===== src/rtl/pkt_rr_arb.sv =====
// pkt_rr_arb: round-robin packet arbiter merging NPORT byte streams onto one
// registered output. A grant is held for a whole packet (sop..eop). Stray
// beats from non-granted ports are swallowed and flagged. A granted packet
// that goes quiet for TIMEOUT cycles loses its grant.
module pkt_rr_arb #(
  parameter int unsigned NPORT   = 4,
  parameter int unsigned TIMEOUT = 16
) (
  input  logic               clk,
  input  logic               rst_n,
  input  logic [NPORT*8-1:0] in_data,
  input  logic [NPORT-1:0]   in_sop,
  input  logic [NPORT-1:0]   in_eop,
  input  logic [NPORT-1:0]   in_vld,
  output logic [NPORT-1:0]   in_rdy,
  output logic [7:0]         out_data,
  output logic               out_sop,
  output logic               out_eop,
  output logic               out_vld,
  output logic [NPORT-1:0]   gnt,
  output logic               err
);

  localparam int unsigned      PW         = (NPORT > 1) ? $clog2(NPORT) : 1;
  localparam logic [7:0]       TimeoutCnt = 8'(TIMEOUT);
  localparam logic [NPORT-1:0] OneLsb     = {{(NPORT-1){1'b0}}, 1'b1};

  typedef enum logic [0:0] {StIdle, StXfer} state_e;

  state_e           state_q, state_d;
  logic [PW-1:0]    ptr_q, ptr_d;
  logic [NPORT-1:0] gnt_q, gnt_d;
  logic [7:0]       idle_cnt_q, idle_cnt_d;
  logic             first_q, first_d;    // next accepted beat is the packet's first
  logic [7:0]       out_data_q, out_data_d;
  logic             out_sop_q, out_sop_d;
  logic             out_eop_q, out_eop_d;
  logic             out_vld_q, out_vld_d;
  logic             err_q, err_d;

  logic [NPORT-1:0] rdy;
  logic [NPORT-1:0] elig;
  logic [NPORT-1:0] stray;
  logic [7:0]       port_data [NPORT];
  logic [PW-1:0]    cand      [NPORT];
  logic [PW-1:0]    gnt_idx;
  logic [PW-1:0]    ptr_next;
  logic [PW-1:0]    win_idx;
  logic             win_found;
  logic [NPORT-1:0] win_oh;
  logic             g_vld, g_sop, g_eop;
  logic [7:0]       g_data;
  logic [7:0]       idle_inc;

  // Split the flat data bus into per-port bytes.
  always_comb begin
    for (int i = 0; i < NPORT; i++) begin
      port_data[i] = in_data[i*8 +: 8];
    end
  end

  // Index of the currently granted port (gnt_q is one-hot or zero).
  always_comb begin
    gnt_idx = '0;
    for (int i = 0; i < NPORT; i++) begin
      if (gnt_q[i]) begin
        gnt_idx = PW'(i);
      end
    end
  end

  assign g_vld    = in_vld[gnt_idx];
  assign g_sop    = in_sop[gnt_idx];
  assign g_eop    = in_eop[gnt_idx];
  assign g_data   = port_data[gnt_idx];
  assign ptr_next = (gnt_idx == PW'(NPORT - 1)) ? '0 : gnt_idx + PW'(1);
  assign idle_inc = idle_cnt_q + 8'd1;

  // Only a fresh packet head can compete for the grant.
  assign elig  = in_vld & in_sop;
  // Non-sop beats from any port not holding the grant are dropped.
  assign stray = in_vld & ~in_sop & ~gnt_q;

  // Round-robin pick: first eligible port at or after ptr_q, wrapping.
  always_comb begin
    win_found = 1'b0;
    win_idx   = '0;
    for (int k = 0; k < NPORT; k++) begin
      cand[k] = PW'((int'(ptr_q) + k) % NPORT);
      if (!win_found && elig[cand[k]]) begin
        win_found = 1'b1;
        win_idx   = cand[k];
      end
    end
    win_oh = OneLsb << win_idx;
  end

  // Next-state, grant bookkeeping and registered-output staging.
  always_comb begin
    state_d    = state_q;
    ptr_d      = ptr_q;
    gnt_d      = gnt_q;
    idle_cnt_d = idle_cnt_q;
    first_d    = first_q;
    out_data_d = 8'h00;
    out_sop_d  = 1'b0;
    out_eop_d  = 1'b0;
    out_vld_d  = 1'b0;
    err_d      = |stray;
    rdy        = stray;

    unique case (state_q)
      StIdle: begin
        if (win_found) begin
          gnt_d      = win_oh;
          state_d    = StXfer;
          idle_cnt_d = 8'd0;
          first_d    = 1'b1;
        end
      end
      StXfer: begin
        rdy = rdy | gnt_q;
        if (g_vld) begin
          out_vld_d  = 1'b1;
          out_data_d = g_data;
          out_sop_d  = g_sop;
          out_eop_d  = g_eop;
          idle_cnt_d = 8'd0;
          first_d    = 1'b0;
          // A sop inside a packet is forwarded but flagged.
          if (g_sop && !first_q) begin
            err_d = 1'b1;
          end
          if (g_eop) begin
            state_d = StIdle;
            gnt_d   = '0;
            ptr_d   = ptr_next;
          end
        end else begin
          idle_cnt_d = idle_inc;
          // Stalled packet: revoke without inventing an eop.
          if (idle_inc == TimeoutCnt) begin
            state_d    = StIdle;
            gnt_d      = '0;
            ptr_d      = ptr_next;
            idle_cnt_d = 8'd0;
            err_d      = 1'b1;
          end
        end
      end
      default: begin
        state_d = StIdle;
        gnt_d   = '0;
      end
    endcase
  end

  // Ready is suppressed entirely while reset is asserted.
  assign in_rdy = rst_n ? rdy : '0;

  // State and output registers with synchronous active-low reset.
  always_ff @(posedge clk) begin
    if (!rst_n) begin
      state_q    <= StIdle;
      ptr_q      <= '0;
      gnt_q      <= '0;
      idle_cnt_q <= 8'd0;
      first_q    <= 1'b0;
      out_data_q <= 8'h00;
      out_sop_q  <= 1'b0;
      out_eop_q  <= 1'b0;
      out_vld_q  <= 1'b0;
      err_q      <= 1'b0;
    end else begin
      state_q    <= state_d;
      ptr_q      <= ptr_d;
      gnt_q      <= gnt_d;
      idle_cnt_q <= idle_cnt_d;
      first_q    <= first_d;
      out_data_q <= out_data_d;
      out_sop_q  <= out_sop_d;
      out_eop_q  <= out_eop_d;
      out_vld_q  <= out_vld_d;
      err_q      <= err_d;
    end
  end

  assign out_data = out_data_q;
  assign out_sop  = out_sop_q;
  assign out_eop  = out_eop_q;
  assign out_vld  = out_vld_q;
  assign gnt      = gnt_q;
  assign err      = err_q;

endmodule


===== config.mk =====
export PLATFORM = sky130hd
export DESIGN_NAME = pkt_rr_arb
export DESIGN_NICKNAME = d
export VERILOG_FILES = /design/src/rtl/pkt_rr_arb.sv
export SDC_FILE = /design/constraint.sdc
export NUM_CORES = 1
export LEC_CHECK = 0
export BUFFER_PORTS_ARGS = -buffer_cell sky130_fd_sc_hd__clkbuf_2
export CAP_MARGIN = 20
export CORE_MARGIN = 5
export CORE_UTILIZATION = 45
export DETAILED_ROUTE_END_ITERATION = 10
export HOLD_SLACK_MARGIN = 0.08
export MAX_ROUTING_LAYER = met4
export PLACE_DENSITY = 0.77
export REMOVE_ABC_BUFFERS = 1
export SETUP_SLACK_MARGIN = 0.4
export SYNTH_ARGS = -nofsm -noshare
export SYNTH_HDL_FRONTEND = slang
export SYNTH_SLANG_ARGS = --single-unit

===== constraint.sdc =====
create_clock -name clk -period 1.6 [get_ports clk]
set_input_delay 0.08 -clock clk [delete_from_list [all_inputs] [get_ports clk]]
set_output_delay 0.08 -clock clk [all_outputs]
set_load 0.01 [all_outputs]

==> results.json, run 1 <==
{
  "status": "finished with violations",
  "violations": "setup timing",
  "cts_sinks": 28,
  "crit_chain": "and3b_1 > a31oi_2 > nor2_1 > o311ai_0 > o22ai_1",
  "avgSynthCellArea_um2": 8.538,
  "portBuffers": 65,
  "die_h_um": 74.02,
  "synthArstFlopShare_pct": 0,
  "synthFlopType": "dfxtp_1",
  "crit_type": "reg -> reg",
  "internal_power_mw": 1.265,
  "synth_top_area_cell": "dfxtp_1",
  "grt_overflow": 0,
  "drc_errors": 0,
  "hpwlAfterDp_mm": 4.052,
  "crit_family": "compound AO/OA/AOI/OAI gates",
  "fin_nets": 371,
  "drive_above_1_share_pct": 49.22,
  "drt-total-wl_mm": 6.634,
  "setup_ws_ps": -173.5,
  "netlist_top_cells_area": "dfxtp_1, mux2i_1, nand2_1",
  "cts_made_buffers": 3,
  "hold_violations": 0,
  "ys_warn_count": 0,
  "final_cell_mix": "clkbuf_2, buf_4, nand2_1",
  "root_buffer": "clkbuf_8",
  "grt_use_met1_pct": 25.60,
  "vias_per_cell": 5.768,
  "endpoint_kind": "register",
  "layout_commonest_cell": "clkbuf_2",
  "grt-busiest-layer": "met2",
  "worst_pin_slew_ps": 627.4,
  "yosysUniqueCellTypes": 53,
  "required_ps": 1730,
  "start_util_pct": 46.11,
  "insertion_delay_ps": 280,
  "dr.first_iter.drc_count": 204,
  "p_leak_nw": 1.278,
  "clkTransAtPathRegs_ps": 90,
  "ir_drop_mv": 0.4927,
  "rsz0062_at_grt": "yes",
  "routedWlPerCell_um": 17.88,
  "finalSetupViolations": 9,
  "vias": 2140,
  "p_total_mw": 1.873,
  "area_delta_synth_final_pct": 56.51,
  "synth_xor_area_share_pct": 1.425,
  "hold_path_class": "in -> reg",
  "hold_ws_ps": 140.6,
  "placedCellCount": 347,
  "die_area_mm2": 0.005479,
  "yosys.area_share.simple_pct": 26.93,
  "synth_edf_count": 0,
  "rows": 23,
  "fmax_mhz": 563.9,
  "ys_ff_latch": 28,
  "pwr-share-clk_pct": 20.8,
  "critical_path.slowest_cell": "o311ai_0",
  "stdcell_count": 371,
  "coreArea_mm2": 0.004000,
  "p_sw_mw": 0.6079,
  "crit_buf_inv": 0,
  "worstPathArrival_ps": 1900,
  "io_pins": 66,
  "antenna_found_initial": 0,
  "synthCells": 216,
  "met2_usage_pct": 38.78,
  "p_seq_share_pct": 41.2,
  "combPwrFrac_pct": 38.1,
  "synthMuxAreaShare_pct": 12.62,
  "critPathMaxStageDelay_ps": 550,
  "finClkSkew_ps": 7.151,
  "globalplace.congestion": 0.8510,
  "grt_use_met3_pct": 4.459,
  "ys_seq_area_share_pct": 30.39,
  "grt_max_degree": 16,
  "cts_tree": "built",
  "synthAdderAreaFrac_pct": 1.357,
  "clockBufferDepth": 2,
  "htreeDepth": 1,
  "insertedDiodeCount": 0,
  "grtUsageTotal_pct": 22.84,
  "die_w_um": 74.02,
  "p_sw_share_pct": 32.46,
  "cp-start-kind": "register",
  "synth_top_area_share_pct": 30.39,
  "powerDensity_mw_per_mm2": 648.8,
  "maxSlewViolCount": 0,
  "drt-pass1-iter-count": 5,
  "grt_pass1_vias": 2089,
  "min_period_ps": 1774,
  "cap_violations": 0,
  "crit_fanout": 5,
  "syn_area_mm2": 0.001844,
  "synth-compound-area-share_pct": 22.73,
  "ant_nets": 0,
  "synth_top_family_by_area": "simple AND/OR/NAND/NOR gates",
  "relSlewSlack_pct": 57.64,
  "fin_crit_sh_pct": 110.8,
  "grt_pass1_wl_mm": 9.577
}
==> worst paths after layout <==
kind	start	end	slack, ps	cells past startpoint
setup reg to reg	ptr_q[0]	gnt[0]	-170	5
hold reg to reg	ptr_q[0]	ptr_q[0]	500	2
setup / recovery	ptr_q[0]	gnt[0]	-170	5
hold / removal	in_sop[3]	out_sop	140	3
==> worst min-delay path: stages <==
cell and delay (ps):
clkbuf_2 150, nand2_1 110, a21oi_2 50
==> metal layers <==
layer	vias up	part of all wire [%]
met4	0	5.1
met1	983	35
li1	994	-
met2	126	50
met5	-	0
met3	37	9.7
==> cells by family (layout without fill, tap and decap cells) <==
logic type      Yosys count  after routing
buf+inv                  16            121
simple gates             89             89
mux                      22             22
compound gates           56             56
fa+ha+maj                 2              2
xor+xnor                  3              3
flops                    28             28
==> area by class of cell <==
cell class | count | area (um2)
Sequential cell | 28 | 578.1
Timing Repair Buffer | 114 | 777.0
Inverter | 4 | 15.01
Fill cell | 239 | 1114
Tap cell | 50 | 62.56
Clock buffer | 3 | 41.29
Multi-Input combinational cell | 172 | 1413
==> registers in the layout, indices dropped and copies added, names as in the netlist <==
name,count
out_data,8
gnt,4
state_q,1
err,1
out_sop,1
ptr_q,2
out_vld,1
first_q,1
idle_cnt_q,8
out_eop,1
==> synth_stat cells (2+ instances only) <==
cell type / count
and2_1: 3
and3_1: 3
xnor2_1: 3
a22oi_1: 2
and3b_1: 3
o21ai_0: 13
clkbuf_1: 4
ha_1: 2
nand3b_1: 3
o22ai_1: 6
a21oi_1: 9
a21boi_1: 2
or3_1: 2
nor2b_1: 14
a21boi_0: 5
nor3b_1: 6
a211o_1: 2
nor2_1: 16
dfxtp_1: 28
nand4_1: 2
buf_2: 4
buf_6: 2
nand2_1: 26
nand3_1: 4
inv_1: 4
mux2i_1: 21
==> power groups by stage <==
stage | logic [mW] | clock network, mW | registers [mW]
2_1_floorplan | 0.258 | 0 | 0.808
3_3_place_gp | 0.514 | 0 | 0.774
3_5_place_dp | 0.522 | 0 | 0.775
4_1_cts | 0.630 | 0.395 | 0.764
5_1_grt | 0.763 | 0.426 | 0.774
6_report | 0.713 | 0.389 | 0.771
==> what timing repair did <==
action	CTS	global route
endpoints found under the setup margin	33	33
setup buffers	9	3
resized for setup	61	20
gates cloned	1	0
hold buffers	8	0
hold endpoints to repair	8	0
pin swaps	32	11
==> metrics by stage <==
step | utilization (%) | worst slack (ps) | area, um2 | setup TNS [ps]
after floorplan | - | -466.2 | 1775 | -7481
after global placement | 59.34 | -3.044 | 2374 | -5.078
after detailed placement | 59.34 | -142.5 | 2374 | -792.5
after CTS | 69.72 | 1.715 | 2789 | 0
after global routing | 72.16 | -227.6 | 2887 | -1357
final | 72.16 | -173.5 | 2887 | -543.8
(Power assumes the default switching activity.)
==> inputs of run 2 (changes only) <==
--- a/config.mk
+++ b/config.mk
@@ -8,11 +8,11 @@
 export BUFFER_PORTS_ARGS = -buffer_cell sky130_fd_sc_hd__clkbuf_2
 export CAP_MARGIN = 20
 export CORE_MARGIN = 5
-export CORE_UTILIZATION = 45
+export CORE_UTILIZATION = 30
 export DETAILED_ROUTE_END_ITERATION = 10
 export HOLD_SLACK_MARGIN = 0.08
 export MAX_ROUTING_LAYER = met4
-export PLACE_DENSITY = 0.77
+export PLACE_DENSITY = 0.56
 export REMOVE_ABC_BUFFERS = 1
 export SETUP_SLACK_MARGIN = 0.4
 export SYNTH_ARGS = -nofsm -noshare
==> run 2 against run 1 <==
  * The flow now finishes without violations
  * Core utilization is 22 points lower
  * Maximum frequency is 11% higher
  * Combinational power is 1% lower
  * Clock-buffer cell count stayed put
  * Critical path depth is 1 higher
  * Hold slack better by 7.1 ps
  * Critical path type unchanged
  * Highest routed layer unchanged
==> results.json, run 2 (synthesized netlist as in run 1, its figures left out) <==
{
  "area_delta_synth_final_pct": 61.40,
  "fin_crit_sh_pct": 99.93,
  "dpl_worst_slack_ps": -73.50,
  "hold_path_class": "in -> reg",
  "wl_met3_um": 578,
  "critical_path.slowest_cell": "dfxtp_2",
  "drt-pass1-iter-count": 4,
  "finalSetupViolations": 0,
  "vias": 2026,
  "drt-total-wl_mm": 6.280,
  "p_leak_nw": 1.323,
  "final_cell_mix": "clkbuf_2, buf_4, nand2_1",
  "setup_ws_ps": 1.088,
  "wl_met2_mm": 3.058,
  "die_w_um": 88.41,
  "setup_tns_ps": 0,
  "relSlewSlack_pct": 67.96,
  "grt_max_degree": 17,
  "grt_pass1_wl_mm": 9.832,
  "drc_errors": 0,
  "coreArea_mm2": 0.005956,
  "cts_made_buffers": 3,
  "clockBufferDepth": 2,
  "dr.first_iter.drc_count": 154,
  "critPathMaxStageDelay_ps": 360,
  "worstPathArrival_ps": 1770,
  "crit_type": "reg -> reg",
  "endpoint_kind": "register",
  "rows": 28,
  "insertion_delay_ps": 280,
  "hold_violations": 0,
  "grtUsageTotal_pct": 16.51,
  "grt_pass1_vias": 2035,
  "die_area_mm2": 0.007815,
  "clkTransAtPathRegs_ps": 110,
  "wl_met1_mm": 2.492,
  "antenna_found_initial": 0,
  "maxSlewViolCount": 0,
  "htreeDepth": 1,
  "insertedDiodeCount": 0,
  "start_util_pct": 30.97,
  "min_period_ps": 1599,
  "powerDensity_mw_per_mm2": 686.8,
  "routedWlPerCell_um": 15.58,
  "io_pins": 66,
  "ir_drop_mv": 0.5071,
  "grt_overflow": 0,
  "crit_buf_inv": 1,
  "ant_nets": 0,
  "globalplace.congestion": 0.8884,
  "cp-start-kind": "register",
  "hpwlAfterDp_mm": 4.465,
  "worst_pin_slew_ps": 480.1,
  "cts_sinks": 28,
  "crit_chain": "buf_6 > mux2i_1 > a211o_1 > a2111oi_4 > o21ai_2 > and3b_1",
  "portBuffers": 65,
  "cts_tree": "built",
  "cap_violations": 0,
  "rsz0062_at_grt": "yes",
  "drive_above_1_share_pct": 47.87,
  "fin_nets": 377,
  "final_area_mm2": 0.002977,
  "die_h_um": 88.41,
  "layout_commonest_cell": "clkbuf_2",
  "root_buffer": "clkbuf_8",
  "crit_family": "compound AO/OA/AOI/OAI gates",
  "fmax_mhz": 625.4,
  "crit_fanout": 4,
  "status": "complete, no violations",
  "vias_per_cell": 5.027,
  "required_ps": 1780,
  "routed.top_layer": "met4",
  "finClkSkew_ps": 9.379,
  "place_area_mm2": 0.002405
}
## run 2: changes by cell type in the layout (fill, tap and decap cells not counted), sizes merged
cell	delta
buf	+5
bufinv	+1
bufbuf	+1
## run 2: worst reg2reg max path: stages (launching register included)
cell and delay [ps]:
dfxtp_2 360, buf_6 130, mux2i_1 110, a211o_1 330, a2111oi_4 240, o21ai_2 140, and3b_1 170
## run 2: per-layer routing
layer | GRT usage, % | vias up
met2 | 30.25 | 94
met1 | 18.63 | 916
met5 | - | -
met4 | 3.297 | 0
met3 | 3.166 | 14
li1 | - | 1002
## run 2: timing repair
| item | in CTS | in global routing |
|---|---|---|
| gates resized for setup | 34 | 36 |
| setup buffers | 12 | 6 |
| setup endpoints to repair | 34 | 34 |
| hold buffers | 8 | 0 |
| endpoints found under the hold margin | 8 | 0 |
| pin swaps | 16 | 4 |
| gates cloned | 1 | 0 |
## run 2: report_power, final
group	leakage, nW	switching (mW)	internal, mW
logic	1.05	0.325	0.381
registers	0.233	0.0333	0.734
clock network	0.0357	0.236	0.335
## run 2: worst paths after layout
check / startpoint / end / slack [ps] / cells after the start
max reg2reg: gnt[1] / state_q / 1 / 6
min: in_data[20] / out_data[4] / 150 / 5
max: gnt[1] / state_q / 1 / 6
min reg2reg: idle_cnt_q[6] / idle_cnt_q[6] / 510 / 2
## run 2: cell type report
| class | instances | area (um2) |
|---|---|---|
| clock buffer | 3 | 41.29 |
| clock inverter | 1 | 30.03 |
| fill | 554 | 2979 |
| inverter | 4 | 15.01 |
| multi-input combinational | 172 | 1380 |
| sequential | 28 | 581.8 |
| tap | 75 | 93.84 |
| timing repair buffer | 120 | 834.6 |
## run 2: metrics by stage
step,std cells,power (mW),util (%),hold WS (ps)
2_1_floorplan,204,1.066,-,208.2
3_3_place_gp,372,1.305,40.38,312.7
3_5_place_dp,372,1.311,40.38,321.3
4_1_cts,397,1.992,47.23,147.1
5_1_grt,403,2.159,49.98,150.0
6_report,403,2.044,49.98,147.7
==> inputs of run 3 (changes only) <==
--- a/config.mk
+++ b/config.mk
@@ -12,7 +12,7 @@
 export DETAILED_ROUTE_END_ITERATION = 10
 export HOLD_SLACK_MARGIN = 0.08
 export MAX_ROUTING_LAYER = met4
-export PLACE_DENSITY = 0.56
+export PLACE_DENSITY = 0.51
 export REMOVE_ABC_BUFFERS = 1
 export SETUP_SLACK_MARGIN = 0.4
 export SYNTH_ARGS = -nofsm -noshare
==> run 3 against run 2 <==
  * The flow now finishes with violations (setup timing)
  * Clock-buffer cell count unchanged
  * First-iteration DRC count fell by 36%
  * Combinational power grew 12%
  * Hold slack worse by 44 ps
  * Sequential share of layout area is 1.2 points lower
  * Maximum frequency down 1.1%
  * Register-to-register slack got worse by 20 ps
  * Critical path type unchanged
==> results.json, run 3 (synthesized netlist as in run 1, its figures left out) <==
{
  "place_area_mm2": 0.002405,
  "stdcell_count": 408,
  "p_seq_share_pct": 36.0,
  "ir_drop_mv": 0.4541,
  "io_pins": 66,
  "min_period_ps": 1617,
  "hold_ws_ps": 103.8,
  "setup_tns_ps": -53.27,
  "p_sw_share_pct": 30.10,
  "root_buffer": "clkbuf_8",
  "fin_nets": 382,
  "finalSetupViolations": 5,
  "cap_violations": 0,
  "p_total_mw": 2.129,
  "pwr-share-clk_pct": 26.8,
  "clockBufferDepth": 2,
  "violations": "setup timing",
  "p_sw_mw": 0.6409,
  "globalplace.congestion": 0.8600,
  "fmax_mhz": 618.3,
  "rows": 28,
  "internal_power_mw": 1.488,
  "status": "finished with violations",
  "cts_sinks": 28,
  "dpl_worst_slack_ps": -139.1,
  "die_w_um": 88.41,
  "finClkSkew_ps": 5.139,
  "p_leak_nw": 1.374,
  "drt-total-wl_mm": 6.522,
  "cts_made_buffers": 3,
  "dr.first_iter.drc_count": 99,
  "crit_fanout": 4,
  "grt_pass1_wl_mm": 9.625,
  "insertedDiodeCount": 0,
  "coreArea_mm2": 0.005956,
  "final_area_mm2": 0.003186,
  "clkTransAtPathRegs_ps": 100,
  "required_ps": 1760,
  "setup_ws_ps": -17.43,
  "drive_above_1_share_pct": 55.86,
  "area_delta_synth_final_pct": 72.73,
  "layout_commonest_cell": "clkbuf_2",
  "drt-pass1-iter-count": 4,
  "insertion_delay_ps": 280,
  "post-route-util_pct": 53.49,
  "cts_tree": "built",
  "worst_pin_slew_ps": 518.4,
  "ant_nets": 0,
  "htreeDepth": 1,
  "endpoint_kind": "register",
  "routedWlPerCell_um": 15.99,
  "vias": 2058,
  "hpwlAfterDp_mm": 4.362,
  "drc_errors": 0,
  "fin_crit_sh_pct": 101.1,
  "cp-start-kind": "register",
  "die_h_um": 88.41,
  "hold_path_class": "in -> reg",
  "placedCellCount": 372,
  "start_util_pct": 30.97,
  "grt_overflow": 0,
  "final_cell_mix": "clkbuf_2, buf_4, nand2_1",
  "worstPathArrival_ps": 1780,
  "crit_type": "reg -> reg",
  "vias_per_cell": 5.044,
  "grtUsageTotal_pct": 16.04,
  "powerDensity_mw_per_mm2": 668.4,
  "relSlewSlack_pct": 65.00,
  "rsz0062_at_grt": "yes",
  "grt_max_degree": 26,
  "die_area_mm2": 0.007815,
  "antenna_found_initial": 0,
  "combPwrFrac_pct": 37.2,
  "hold_violations": 0,
  "portBuffers": 65,
  "grt_pass1_vias": 1982,
  "maxSlewViolCount": 0
}
==> run 3: layout make-up <==
cell class,count,area [um2]
tap,75,93.84
fill,532,2770
clock inverter,1,30.03
sequential,28,584.3
timing repair buffer,125,904.6
clock buffer,3,41.29
multi-input combinational,172,1513
inverter,4,18.77
==> run 3: final timing paths <==
kind,startpoint,to,slack (ps),cells after the start
worst min-delay path,in_data[30],out_data[6],100,3
worst max-delay path,gnt[1],gnt[0],-20,6
worst min register to register,gnt[0],gnt[0],510,2
worst max register to register,gnt[1],gnt[0],-20,6
==> run 3: power groups by stage <==
stage	Combinational, mW	Sequential [mW]	Clock (mW)
finish	0.792	0.766	0.571
global route	0.848	0.770	0.615
CTS	0.685	0.764	0.586
detailed placement	0.532	0.777	0
global placement	0.534	0.778	0
floorplan	0.258	0.808	0
==> run 3: layer usage <==
layer	vias to the layer above	part of all wire, %	wire, um	global-route usage, %
li1	1021	-	-	-
met1	962	44	2896	20.30
met2	69	48	3116	27.53
met3	6	6.4	417	1.769
met4	0	1.4	92	3.434
met5	-	0	0	-
==> run 3: critical path: stages (launching register included) <==
cell     delay [ps]
dfxtp_4         380
buf_6           130
mux2i_1         120
a211o_4         360
o21ba_4         210
a21oi_4         200
o22ai_2         100
==> run 3: what timing repair did <==
item	4_1_cts	5_1_grt
pin swaps	35	18
setup endpoints to repair	33	34
hold buffers	7	0
resized for setup	72	52
endpoints found under the hold margin	7	0
setup buffers	14	10
cloned	1	0
